**src/rtl/bus_timer_pkg.sv**
```systemverilog
// Shared definitions for the bus_timer block: register offsets, bus FSM states
// and the ctrl register bit layout.
package bus_timer_pkg;

  localparam logic [4:0] MTIME_LO    = 5'h00;
  localparam logic [4:0] MTIME_HI    = 5'h04;
  localparam logic [4:0] MTIMECMP_LO = 5'h08;
  localparam logic [4:0] MTIMECMP_HI = 5'h0C;
  localparam logic [4:0] CTRL        = 5'h10;
  localparam logic [4:0] PRESCALE    = 5'h14;

  localparam int CTRL_ENABLE_BIT = 0;

  typedef enum logic [1:0] {
    IDLE    = 2'd0,
    ACK     = 2'd1,
    RELEASE = 2'd2
  } bus_state_e;

endpackage

```
**src/rtl/bus_timer_prescaler.sv**
```systemverilog
// Tick generator for bus_timer: one tick every (prescale + 1) enabled cycles.
// Only instantiated when BUS_TIMER_PRESCALER_EN is defined.
module bus_timer_prescaler #(
  parameter int PRESCALE_WIDTH = 16
) (
  input  logic                      clock,
  input  logic                      reset,
  input  logic                      enable,
  input  logic [PRESCALE_WIDTH-1:0] prescale,
  input  logic                      clear,
  output logic                      tick
);

  localparam logic [PRESCALE_WIDTH-1:0] CNT_ZERO = {PRESCALE_WIDTH{1'b0}};
  localparam logic [PRESCALE_WIDTH-1:0] CNT_ONE  = {{(PRESCALE_WIDTH-1){1'b0}}, 1'b1};

  logic [PRESCALE_WIDTH-1:0] count_r;
  logic                      match_s;

  assign match_s = (count_r == prescale);
  assign tick    = enable && match_s;

  // Cycle counter, parked at zero while disabled or when the prescale is rewritten
  always_ff @(posedge clock) begin
    if (!reset) begin
      count_r <= CNT_ZERO;
    end else if (!enable || clear) begin
      count_r <= CNT_ZERO;
    end else if (match_s) begin
      count_r <= CNT_ZERO;
    end else begin
      count_r <= count_r + CNT_ONE;
    end
  end

endmodule

```
**src/rtl/bus_timer.sv**
```systemverilog
// bus_timer: memory-mapped 64-bit machine timer with compare interrupt, served over
// a request/ready bus. Define BUS_TIMER_PRESCALER_EN to add the tick prescaler.
module bus_timer
  import bus_timer_pkg::*;
#(
  parameter int PRESCALE_WIDTH = 16
) (
  input  logic        i_clock,
  input  logic        i_reset,
  input  logic        i_request,
  input  logic        i_rw,
  input  logic [4:0]  i_address,
  input  logic [31:0] i_wdata,
  output logic [31:0] o_rdata,
  output logic        o_ready,
  output logic        o_interrupt
);

  bus_state_e                state_r;
  bus_state_e                state_next_s;
  logic                      ready_next_s;
  logic                      ready_r;
  logic [31:0]               rdata_r;
  logic [31:0]               read_mux_s;
  logic                      irq_r;
  logic [63:0]               mtime_r;
  logic [63:0]               mtimecmp_r;
  logic                      enable_r;
  logic [31:0]               hi_shadow_r;
  logic                      tick_s;
  logic                      wr_s;
  logic                      rd_s;
  logic [4:0]                addr_s;
  logic                      addr_unused_s;
  logic [PRESCALE_WIDTH-1:0] prescale_view_s;

  assign addr_s        = {i_address[4:2], 2'b00};
  assign addr_unused_s = ^i_address[1:0];

  assign o_ready     = ready_r;
  assign o_rdata     = rdata_r;
  assign o_interrupt = irq_r;

  // Bus FSM state register
  always_ff @(posedge i_clock) begin
    if (!i_reset) begin
      state_r <= IDLE;
    end else begin
      state_r <= state_next_s;
    end
  end

  // Bus FSM next state: RELEASE waits for the initiator to drop its request
  always_comb begin
    state_next_s = state_r;
    case (state_r)
      IDLE: begin
        if (i_request) state_next_s = ACK;
        else           state_next_s = IDLE;
      end
      ACK:     state_next_s = RELEASE;
      RELEASE: begin
        if (!i_request) state_next_s = IDLE;
        else            state_next_s = RELEASE;
      end
      default: state_next_s = IDLE;
    endcase
  end

  // Bus FSM outputs: access strobes in IDLE and the next-cycle ready
  always_comb begin
    ready_next_s = (state_next_s == ACK);
    if ((state_r == IDLE) && i_request) begin
      wr_s = i_rw;
      rd_s = !i_rw;
    end else begin
      wr_s = 1'b0;
      rd_s = 1'b0;
    end
  end

  // Read data selection by word offset
  always_comb begin
    read_mux_s = 32'h0000_0000;
    case (addr_s)
      MTIME_LO:    read_mux_s = mtime_r[31:0];
      MTIME_HI:    read_mux_s = hi_shadow_r;
      MTIMECMP_LO: read_mux_s = mtimecmp_r[31:0];
      MTIMECMP_HI: read_mux_s = mtimecmp_r[63:32];
      CTRL:        read_mux_s[CTRL_ENABLE_BIT] = enable_r;
      PRESCALE:    read_mux_s = 32'(prescale_view_s);
      default:     read_mux_s = 32'h0000_0000;
    endcase
  end

  // Bus response registers; read data exists only in the ready cycle
  always_ff @(posedge i_clock) begin
    if (!i_reset) begin
      ready_r <= 1'b0;
      rdata_r <= 32'h0000_0000;
    end else begin
      ready_r <= ready_next_s;
      rdata_r <= rd_s ? read_mux_s : 32'h0000_0000;
    end
  end

  // Compare, control and high-half shadow registers
  always_ff @(posedge i_clock) begin
    if (!i_reset) begin
      mtimecmp_r  <= 64'hFFFF_FFFF_FFFF_FFFF;
      enable_r    <= 1'b0;
      hi_shadow_r <= 32'h0000_0000;
    end else begin
      if (wr_s && (addr_s == MTIMECMP_LO)) mtimecmp_r[31:0]  <= i_wdata;
      if (wr_s && (addr_s == MTIMECMP_HI)) mtimecmp_r[63:32] <= i_wdata;
      if (wr_s && (addr_s == CTRL))        enable_r          <= i_wdata[CTRL_ENABLE_BIT];
      // Latching the high half on a low-half read gives the CPU a coherent 64-bit snapshot
      if (rd_s && (addr_s == MTIME_LO))    hi_shadow_r       <= mtime_r[63:32];
    end
  end

  // mtime counter: a bus write to either half suppresses that cycle's tick entirely
  always_ff @(posedge i_clock) begin
    if (!i_reset) begin
      mtime_r <= 64'h0000_0000_0000_0000;
    end else if (wr_s && (addr_s == MTIME_LO)) begin
      mtime_r <= {mtime_r[63:32], i_wdata};
    end else if (wr_s && (addr_s == MTIME_HI)) begin
      mtime_r <= {i_wdata, mtime_r[31:0]};
    end else if (tick_s) begin
      mtime_r <= mtime_r + 64'd1;
    end else begin
      mtime_r <= mtime_r;
    end
  end

  // Timer interrupt comparator
  always_ff @(posedge i_clock) begin
    if (!i_reset) begin
      irq_r <= 1'b0;
    end else begin
      irq_r <= enable_r && (mtime_r >= mtimecmp_r);
    end
  end

`ifdef BUS_TIMER_PRESCALER_EN
  logic [PRESCALE_WIDTH-1:0] prescale_r;
  logic                      prescale_wr_s;

  assign prescale_wr_s   = wr_s && (addr_s == PRESCALE);
  assign prescale_view_s = prescale_r;

  // Prescale divider register
  always_ff @(posedge i_clock) begin
    if (!i_reset) begin
      prescale_r <= {PRESCALE_WIDTH{1'b0}};
    end else if (prescale_wr_s) begin
      prescale_r <= i_wdata[PRESCALE_WIDTH-1:0];
    end else begin
      prescale_r <= prescale_r;
    end
  end

  bus_timer_prescaler #(
    .PRESCALE_WIDTH(PRESCALE_WIDTH)
  ) u_prescaler (
    .clock   (i_clock),
    .reset   (i_reset),
    .enable  (enable_r),
    .prescale(prescale_r),
    .clear   (prescale_wr_s),
    .tick    (tick_s)
  );
`else
  assign prescale_view_s = {PRESCALE_WIDTH{1'b0}};
  assign tick_s          = enable_r;
`endif

endmodule

```
**config.mk**
```make
export PLATFORM = sky130hd
export DESIGN_NAME = bus_timer
export DESIGN_NICKNAME = d
export VERILOG_FILES = /design/src/rtl/bus_timer_pkg.sv /design/src/rtl/bus_timer_prescaler.sv /design/src/rtl/bus_timer.sv
export SDC_FILE = /design/constraint.sdc
export NUM_CORES = 1
export LEC_CHECK = 0
export BUFFER_PORTS_ARGS = -buffer_cell sky130_fd_sc_hd__buf_2
export CAP_MARGIN = 20
export CELL_PAD_IN_SITES_DETAIL_PLACEMENT = 1
export CELL_PAD_IN_SITES_GLOBAL_PLACEMENT = 2
export CORE_MARGIN = 2
export CORE_UTILIZATION = 33
export DETAILED_ROUTE_END_ITERATION = 16
export PLACE_DENSITY_LB_ADDON = 0.1
export SYNTH_ARGS = -nofsm -noshare
export SYNTH_HDL_FRONTEND = slang
export SYNTH_SLANG_ARGS = --single-unit
```
**constraint.sdc**
```tcl
create_clock -name i_clock -period 1.95 [get_ports i_clock]
set_input_delay 0.195 -clock i_clock [delete_from_list [all_inputs] [get_ports i_clock]]
set_output_delay 0.195 -clock i_clock [all_outputs]
set_load 0.1 [all_outputs]
```
==> qor.txt, run 1 <==
Post-route clock period utilization: 111%
Critical path fanouts, max: 3
CP peak stage delay: 450 ps
Commonest non-fill, non-tap cell in the layout: buf_4
Vias in the first global route: 11000
Synth Warn #: 0
Most frequent cells in the layout: 189 x buf_4, 187 x nand2_1, 165 x dfxtp_1
DR WL/cell: 21.2 µm
Clock Tree Buf Depth: 2
CTS H-tree depth: 4
Startpoint Class: register
Cell area after synthesis: 0.0103 mm²
Vias/cell: 5.54
Uppermost layer routed: met4
Die height: 181 µm
Initial antenna violation count: 0
Effective utilization at floorplan: 33.6%
Syn nets: 1366
Slew Limit Fails: 0
TritonCTS clock tree: yes
Register share of total power: 46.4%
Post-DP HPWL: 29600 µm
Peak Freq: 460 MHz
Worst r2r dst: mtime_r[39]
Layout area overhead: 34.2%
Worst-path clk slew: 70 ps
CP Capture Type: register
Post-route minimum period: 2170 ps
Post-synth cell types: 63
Main area contributors after synthesis: dfxtp_1 38%, ha_1 7.9%, nand2_1 6.8%, a22oi_1 5.9%, a21oi_1 5.9%
Setup ws final: -222 ps
CP max stage cell: or4_4
Setup TNS: -3210 ps
Post-synth ARST share: 0%
Chip width: 181 µm
Gate Count Post-Synth: 1260
Worst R2R Path Depth: 7
DRT iter0 DRCs: 545
WS Path Type: register to register
Total Die Area: 0.0327 mm²
Pre-CTS setup slack: -663 ps
Crit path from: mtime_r[25]
Flop-to-flop setup slack: -220 ps
Gpl congestion: 0.854
Switching share of power: 25.4%
Final Instance Area: 0.0138 mm²
DRC: 0
Final Setup Violations: 26
Largest net degree at the start of global routing: 37
Yosys reg bits: 197
Static Leak: 6.00 nW
Final antenna-violating net count: 0
GR Util All Layers: 24.8%
Post-synth EDFFs: 0
Comb power frac: 10.8%
Mapped Avg Cell Area: 8.18 µm²
Status: complete, but fails checks
Slew @ Worst Pin: 524 ps
CTS buffer count: 17
CP Data Arrival Time: 2550 ps
Met3 wire len: 1170 µm
Worst Setup EP: mtime_r[39]
Share of post-route cells with drive strength above 1: 29.0%
Clk sink count: 197
Primary FF master, synth: dfxtp_1
DP Area: 0.0125 mm²
FF-to-FF Start: mtime_r[25]
P_int: 6.75 mW
M1 WL: 19600 µm
Hold path depth: 3
Sw power: 2.30 mW
Port bufs: 72
Max Cap Viol: 0
Non-Filler Instances: 1897
Core ar.: 0.0307 mm²
Total Wirelength: 40200 µm
Final nets: 1596
Max transition margin: 65.0%
Worst-case vdd ir drop: 611 µV
Rows: 64
DRT Pass-1 Iters: 5
N_diodes: 0
Hold Crit Class: primary input to register
I/O pin cnt: 75
Synth area leader: dfxtp_1
Final hold violation count: 0
WP data required: 2330 ps
Yosys top cell area share: 38.2%
Power density cells: 653 mW/mm²
Clock Skews: 8.75 ps
Clock root buffer: clkbuf_16
GR Overflow Total: 0
Placed Cells: 1839
Crit-path cells: nand4_1, buf_4, or4_4, nor4_4, nand3_1, or3_1, a31oi_1
Met2 routed WL: 18700 µm
Failing checks: negative setup slack
RSZ-0062 raised after global routing: true
Clock share of power: 42.7%
Later-pin clock latency in the skew report: 450 ps
Seq/Total Area, Yosys: 38.2%
Via count: 10500
Global-route wire length before repair: 63300 µm
-- routing by layer --
metal / GRT usage, % / vias to the layer above
met4: 6.97 / 0
li1: - / 5073
met3: 2.80 / 38
met2: 40.6 / 160
met1: 34.4 / 5244
met5: 0 / -
-- logic make-up (layout without fill, tap and decap cells) --
family	after synthesis	after routing	synth area share (%)
compound gates	402	402	25.7
xor+xnor	25	25	2.12
fa+ha+maj	65	65	7.89
buf+inv	167	408	6.26
flops	197	197	38.2
mux	1	1	0.0971
simple gates	403	403	19.7
-- worst max-delay path: cells and delay by family, from the launching register on --
kind                   cells  cell delay (ps)
flip-flops                 1              340
buffers and inverters      1              220
AO/OA/AOI/OAI              1              170
AND/OR/NAND/NOR            5             1370
-- cell usage after synthesis (all sizes together) (2+ instances only) --
| master | count |
|---|---|
| dfxtp | 197 |
| nand2 | 188 |
| a21oi | 121 |
| a22oi | 81 |
| inv | 80 |
| clkbuf | 73 |
| o211ai | 72 |
| ha | 65 |
| nand3 | 41 |
| nor2 | 41 |
| o21ai | 37 |
| nand4 | 32 |
| a31oi | 23 |
| xor2 | 20 |
| and3 | 19 |
| nor3 | 17 |
| buf | 14 |
| and2 | 11 |
| and4 | 11 |
| or3 | 11 |
| a21o | 10 |
| a22o | 10 |
| a211oi | 9 |
| nor4 | 9 |
| o31a | 8 |
| a221oi | 6 |
| nor3b | 5 |
| or4 | 5 |
| xnor2 | 5 |
| a2111oi | 3 |
| a32oi | 3 |
| nor2b | 3 |
| o21a | 3 |
| o22ai | 3 |
| a21boi | 2 |
| a222oi | 2 |
| nand2b | 2 |
| nand4bb | 2 |
| nor4b | 2 |
| o22a | 2 |
| o31ai | 2 |
| o41ai | 2 |
-- cell type report --
class / instances / area, µm²
flip-flops and latches: 197 / 3990
inverters: 80 / 300
clock inverters: 8 / 149
clock buffers: 22 / 474
repair buffers: 298 / 2280
well taps: 396 / 495
fillers: 3643 / 16800
multi-input cells: 896 / 6150
-- registers in the layout, summed over array words and instances, names as in the netlist --
signal       cells
state_r          2
enable_r         1
o_rdata         32
mtime_r         64
o_interrupt      1
o_ready          1
mtimecmp_r      64
hi_shadow_r     32
-- repair_timing --
action	in CTS	in global routing
hold buffers	1	0
endpoints found under the setup margin	39	53
buffers inserted	15	16
pin swaps	28	45
gates resized for setup	75	61
endpoints found under the hold margin	1	0
-- power by group through the flow --
stage,registers [mW],clock network [mW],logic (mW)
floorplan,4.36,0,0.411
global placement,4.29,0,0.931
detailed placement,4.29,0,0.943
CTS,4.20,3.96,0.961
finish,4.20,3.86,0.979
global route,4.21,4.10,1.07
-- how the worst min path moves through the flow --
stage | startpoint | endpoint
3_3_place_gp | hi_shadow_r[1] | hi_shadow_r[1]
4_1_cts | i_wdata[6] | mtime_r[6]
5_1_grt | i_wdata[22] | mtimecmp_r[22]
3_5_place_dp | hi_shadow_r[1] | hi_shadow_r[1]
6_report | i_wdata[6] | mtime_r[6]
2_1_floorplan | i_rw | o_rdata[0]
-- stage by stage --
stage               hold slack (ps)  total power, mW  util (%)
floorplan                       272             4.77         -
global placement                443             5.22      40.8
detailed placement              447             5.24      40.8
CTS                            18.0             9.12      44.2
global route                   36.7             9.39      45.1
finish                         28.8             9.04      45.1
No activity file was read; power rests on OpenSTA's default activity.
==> inputs of run 2 (changes only) <==
--- a/config.mk
+++ b/config.mk
@@ -7,2 +7,3 @@
 export LEC_CHECK = 0
+export ABC_AREA = 1
 export BUFFER_PORTS_ARGS = -buffer_cell sky130_fd_sc_hd__buf_2
@@ -12,3 +13,3 @@
 export CORE_MARGIN = 2
-export CORE_UTILIZATION = 33
+export CORE_UTILIZATION = 31
 export DETAILED_ROUTE_END_ITERATION = 16
@@ -17,2 +18,3 @@
 export SYNTH_HDL_FRONTEND = slang
+export SYNTH_HIERARCHICAL = 1
 export SYNTH_SLANG_ARGS = --single-unit
--- a/constraint.sdc
+++ b/constraint.sdc
@@ -3,2 +3,2 @@
 set_output_delay 0.195 -clock i_clock [all_outputs]
-set_load 0.1 [all_outputs]
+set_load 0.005 [all_outputs]
==> qor.txt, run 2 <==
Status: finished, final reports clean
Largest delay share family, worst path: simple AND/OR/NAND/NOR gates
Layout area overhead: 33.6%
Commonest cells post-synth: 411 x nand2_1, 247 x nor2_1, 211 x inv_1
Power density cells: 557 mW/mm² (-15%)
Core ar.: 0.0367 mm² (+20%)
Post-route clock period utilization: 95.2% (-16 points)
Yosys top cell area share: 34.1% (-4.1 points)
Hold Crit Class: primary input to register
DR WL/cell: 21.3 µm (+0.42%)
GR Overflow Total: 0 (unchanged)
Post-synth EDFFs: 0 (unchanged)
Static Leak: 7.28 nW (+21%)
Later-pin clock latency in the skew report: 470 ps (+20 ps)
Worst-path clk slew: 80 ps (about the same)
Largest net degree at the start of global routing: 106 (+190%)
TritonCTS clock tree: yes
Synth area leader: dfxtp_1
Largest registers: mtime_r x64, mtimecmp_r x64
WP data required: 2280 ps (-50 ps)
Commonest non-fill, non-tap cell in the layout: nand2_1
Clock root buffer: clkbuf_16
Worst-case vdd ir drop: 629 µV (+3.0%)
Post-synth cell types: 37 (-41%)
Setup ws final: 92.7 ps (+314 ps)
Rows: 70 (+9.4%)
RSZ-0062 raised after global routing: true
Hold path start: i_wdata[18]
Main area contributors after synthesis: dfxtp_1 34%, nand2_1 13%, a21oi_1 8.4%, nor2_1 8.0%, ha_1 7.0%
Primary FF master, synth: dfxtp_1
Hold worst-path end: mtimecmp_r[18]
Yosys reg bits: 197 (unchanged)
Final Setup Violations: 0 (-100%)
Critical path fanouts, max: 3 (unchanged)
Fill count: 4734 (+30%)
Peak Freq: 538 MHz (+17%)
Vias/cell: 5.20 (-6.1%)
Port bufs: 72 (unchanged)
Chip width: 197 µm (+9.0%)
Final hold violation count: 0 (unchanged)
Die height: 197 µm (+9.0%)
DRT iter0 DRCs: 747 (+37%)
Max Cap Viol: 0 (unchanged)
Placed Cells: 2469 (+34%)
Pre-CTS setup slack: -183 ps (+480 ps)
Final nets: 2161 (+35%)
Clk sink count: 197 (unchanged)
Worst r2r dst: mtime_r[36]
Flop-to-flop setup slack: 90 ps (+310 ps)
Max transition margin: 52.7% (-12 points)
Post-synth ARST share: 0% (unchanged)
Share of post-route cells with drive strength above 1: 23.6% (-5.4 points)
Final antenna-violating net count: 0 (unchanged)
Total Wirelength: 53900 µm (+34%)
CTS buffer count: 17 (unchanged)
Most frequent cells in the layout: 381 x nand2_1, 209 x inv_1, 201 x buf_4
DRC: 0 (unchanged)
Worst path most repeated cell: nand2_1
Post-layout total power: 8.60 mW (-4.9%)
Total Die Area: 0.0388 mm² (+19%)
Area of the multi-input gates: 0.00690 mm² (+12%)
Gate Count Post-Synth: 1789 (+42%)
FF-to-FF Start: mtime_r[17]
Gpl congestion: 0.962 (+13%)
Clock Tree Buf Depth: 2 (unchanged)
Global-route wire length before repair: 80300 µm (+27%)
Synth Warn #: 6 (+6)
CTS H-tree depth: 4 (unchanged)
Effective utilization at floorplan: 31.5% (-2.1 points)
I/O pin cnt: 75 (unchanged)
CP Data Arrival Time: 2190 ps (-360 ps)
GR Util All Layers: 28.0% (+3.2 points)
Crit-path cells: buf_4, nand2_1, nor2_1, buf_4, nand2_1, buf_4, nor2_1, nand3_1, nand2_1, nand3_1, nand2_1, a21oi_1
Slew Limit Fails: 0 (unchanged)
Sequential cell area: 0.00398 mm² (-0.34%)
N_diodes: 0 (unchanged)
CP peak stage delay: 340 ps (-110 ps)
Worst R2R Path Depth: 12 (+5)
Cell area after synthesis: 0.0116 mm² (+12%)
Post-DP HPWL: 41900 µm (+42%)
Syn nets: 1895 (+39%)
WS Path Type: register to register
Mapped Avg Cell Area: 6.46 µm² (-21%)
Clock Skews: 13.6 ps (+4.83 ps)
Setup TNS: 0 ps (+3210 ps)
Vias in the first global route: 13100 (+19%)
Most common cell in the synthesized netlist: nand2_1
Slew @ Worst Pin: 709 ps (+184 ps)
Hold path depth: 3 (unchanged)
Non-Filler Instances: 2536 (+34%)
Initial antenna violation count: 0 (unchanged)
CP Capture Type: register
Crit path buffers/inverters: 3 (+2)
Startpoint Class: register
CP max stage cell: dfxtp_2
Via count: 13200 (+26%)
DRT Pass-1 Iters: 5 (unchanged)
Seq/Total Area, Yosys: 34.1% (-4.1 points)
Post-route minimum period: 1860 ps (-314 ps)
-- run 2: changes by cell type in the layout (fill, tap and decap cells not counted), moves of 30 or more --
| cell | delta |
|---|---|
| a21oi_1 | +80 |
| a22oi_1 | -81 |
| o211ai_1 | -66 |
| inv_1 | +130 |
| nor2_1 | +152 |
| nand2_2 | +30 |
| nor2_2 | +46 |
| nand2_1 | +194 |
| o21ai_0 | +99 |
| o22ai_1 | +30 |
| nand3_1 | +61 |
-- run 2: layer usage --
| metal | vias to the layer above | global-route usage [%] | share of wire [%] |
|---|---|---|---|
| li1 | 6418 | - | - |
| met1 | 6465 | 37.6 | 47 |
| met2 | 247 | 46.7 | 47 |
| met3 | 68 | 4.51 | 4.2 |
| met4 | 0 | 7.13 | 2.1 |
| met5 | - | 0 | 0 |
-- run 2: how the worst max path moves through the flow --
stage,from,end,slack (ps),cells after the start
final,mtime_r[17],mtime_r[36],90,12
after global routing,mtime_r[12],mtime_r[37],-30,10
after CTS,mtime_r[15],mtime_r[48],-2,12
after detailed placement,mtime_r[30],mtime_r[32],-180,10
after global placement,mtime_r[30],mtime_r[32],-140,10
after floorplan,mtime_r[1],mtime_r[62],220,10
-- run 2: per-stage QoR --
step	cell area [µm²]	hold WS (ps)	utilization, %
global route	15400	12.3	42.1
floorplan	11600	321	-
finish	15400	16.8	42.1
global placement	14000	433	38.1
CTS	14900	0.341	40.6
detailed placement	14000	451	38.1
-- run 2: area by class of cell --
class,instances,share of cell area [%]
multi-input combinational,1296,44.7
clock buffer,18,2.84
inverter,223,5.52
clock inverter,14,1.05
tap,468,3.79
timing repair buffer,320,16.3
sequential,197,25.8
-- run 2: tightest hold or removal path, stage by stage --
cell     delay, ps
buf_2          120
a21oi_1         70
o21ai_0         60
-- run 2: what timing repair did --
item | in CTS | in global routing
pin swaps | 5 | 23
gates cloned | 0 | 2
resized for setup | 28 | 141
hold buffers | 21 | 0
endpoints found under the setup margin | 17 | 63
buffers inserted | 4 | 8
hold endpoints to repair | 36 | 0
-- run 2: cell families after synthesis --
group / after synthesis / synth area share (%)
XOR/XNOR: 1 / 0.0758
adder cells (fa/ha/maj): 65 / 7.04
AO/OA/AOI/OAI: 422 / 20.2
AND/OR/NAND/NOR: 807 / 28.5
flip-flops: 197 / 34.1
buffers and inverters: 297 / 10.0
-- run 2: power breakdown --
part           internal (mW)  total [mW]  leakage (nW)  switching, mW
registers               4.07        4.10          1.61         0.0279
clock network           1.96        3.79         0.288           1.82
logic                  0.262       0.714          5.39          0.452
total                   6.30        8.60          7.28           2.30
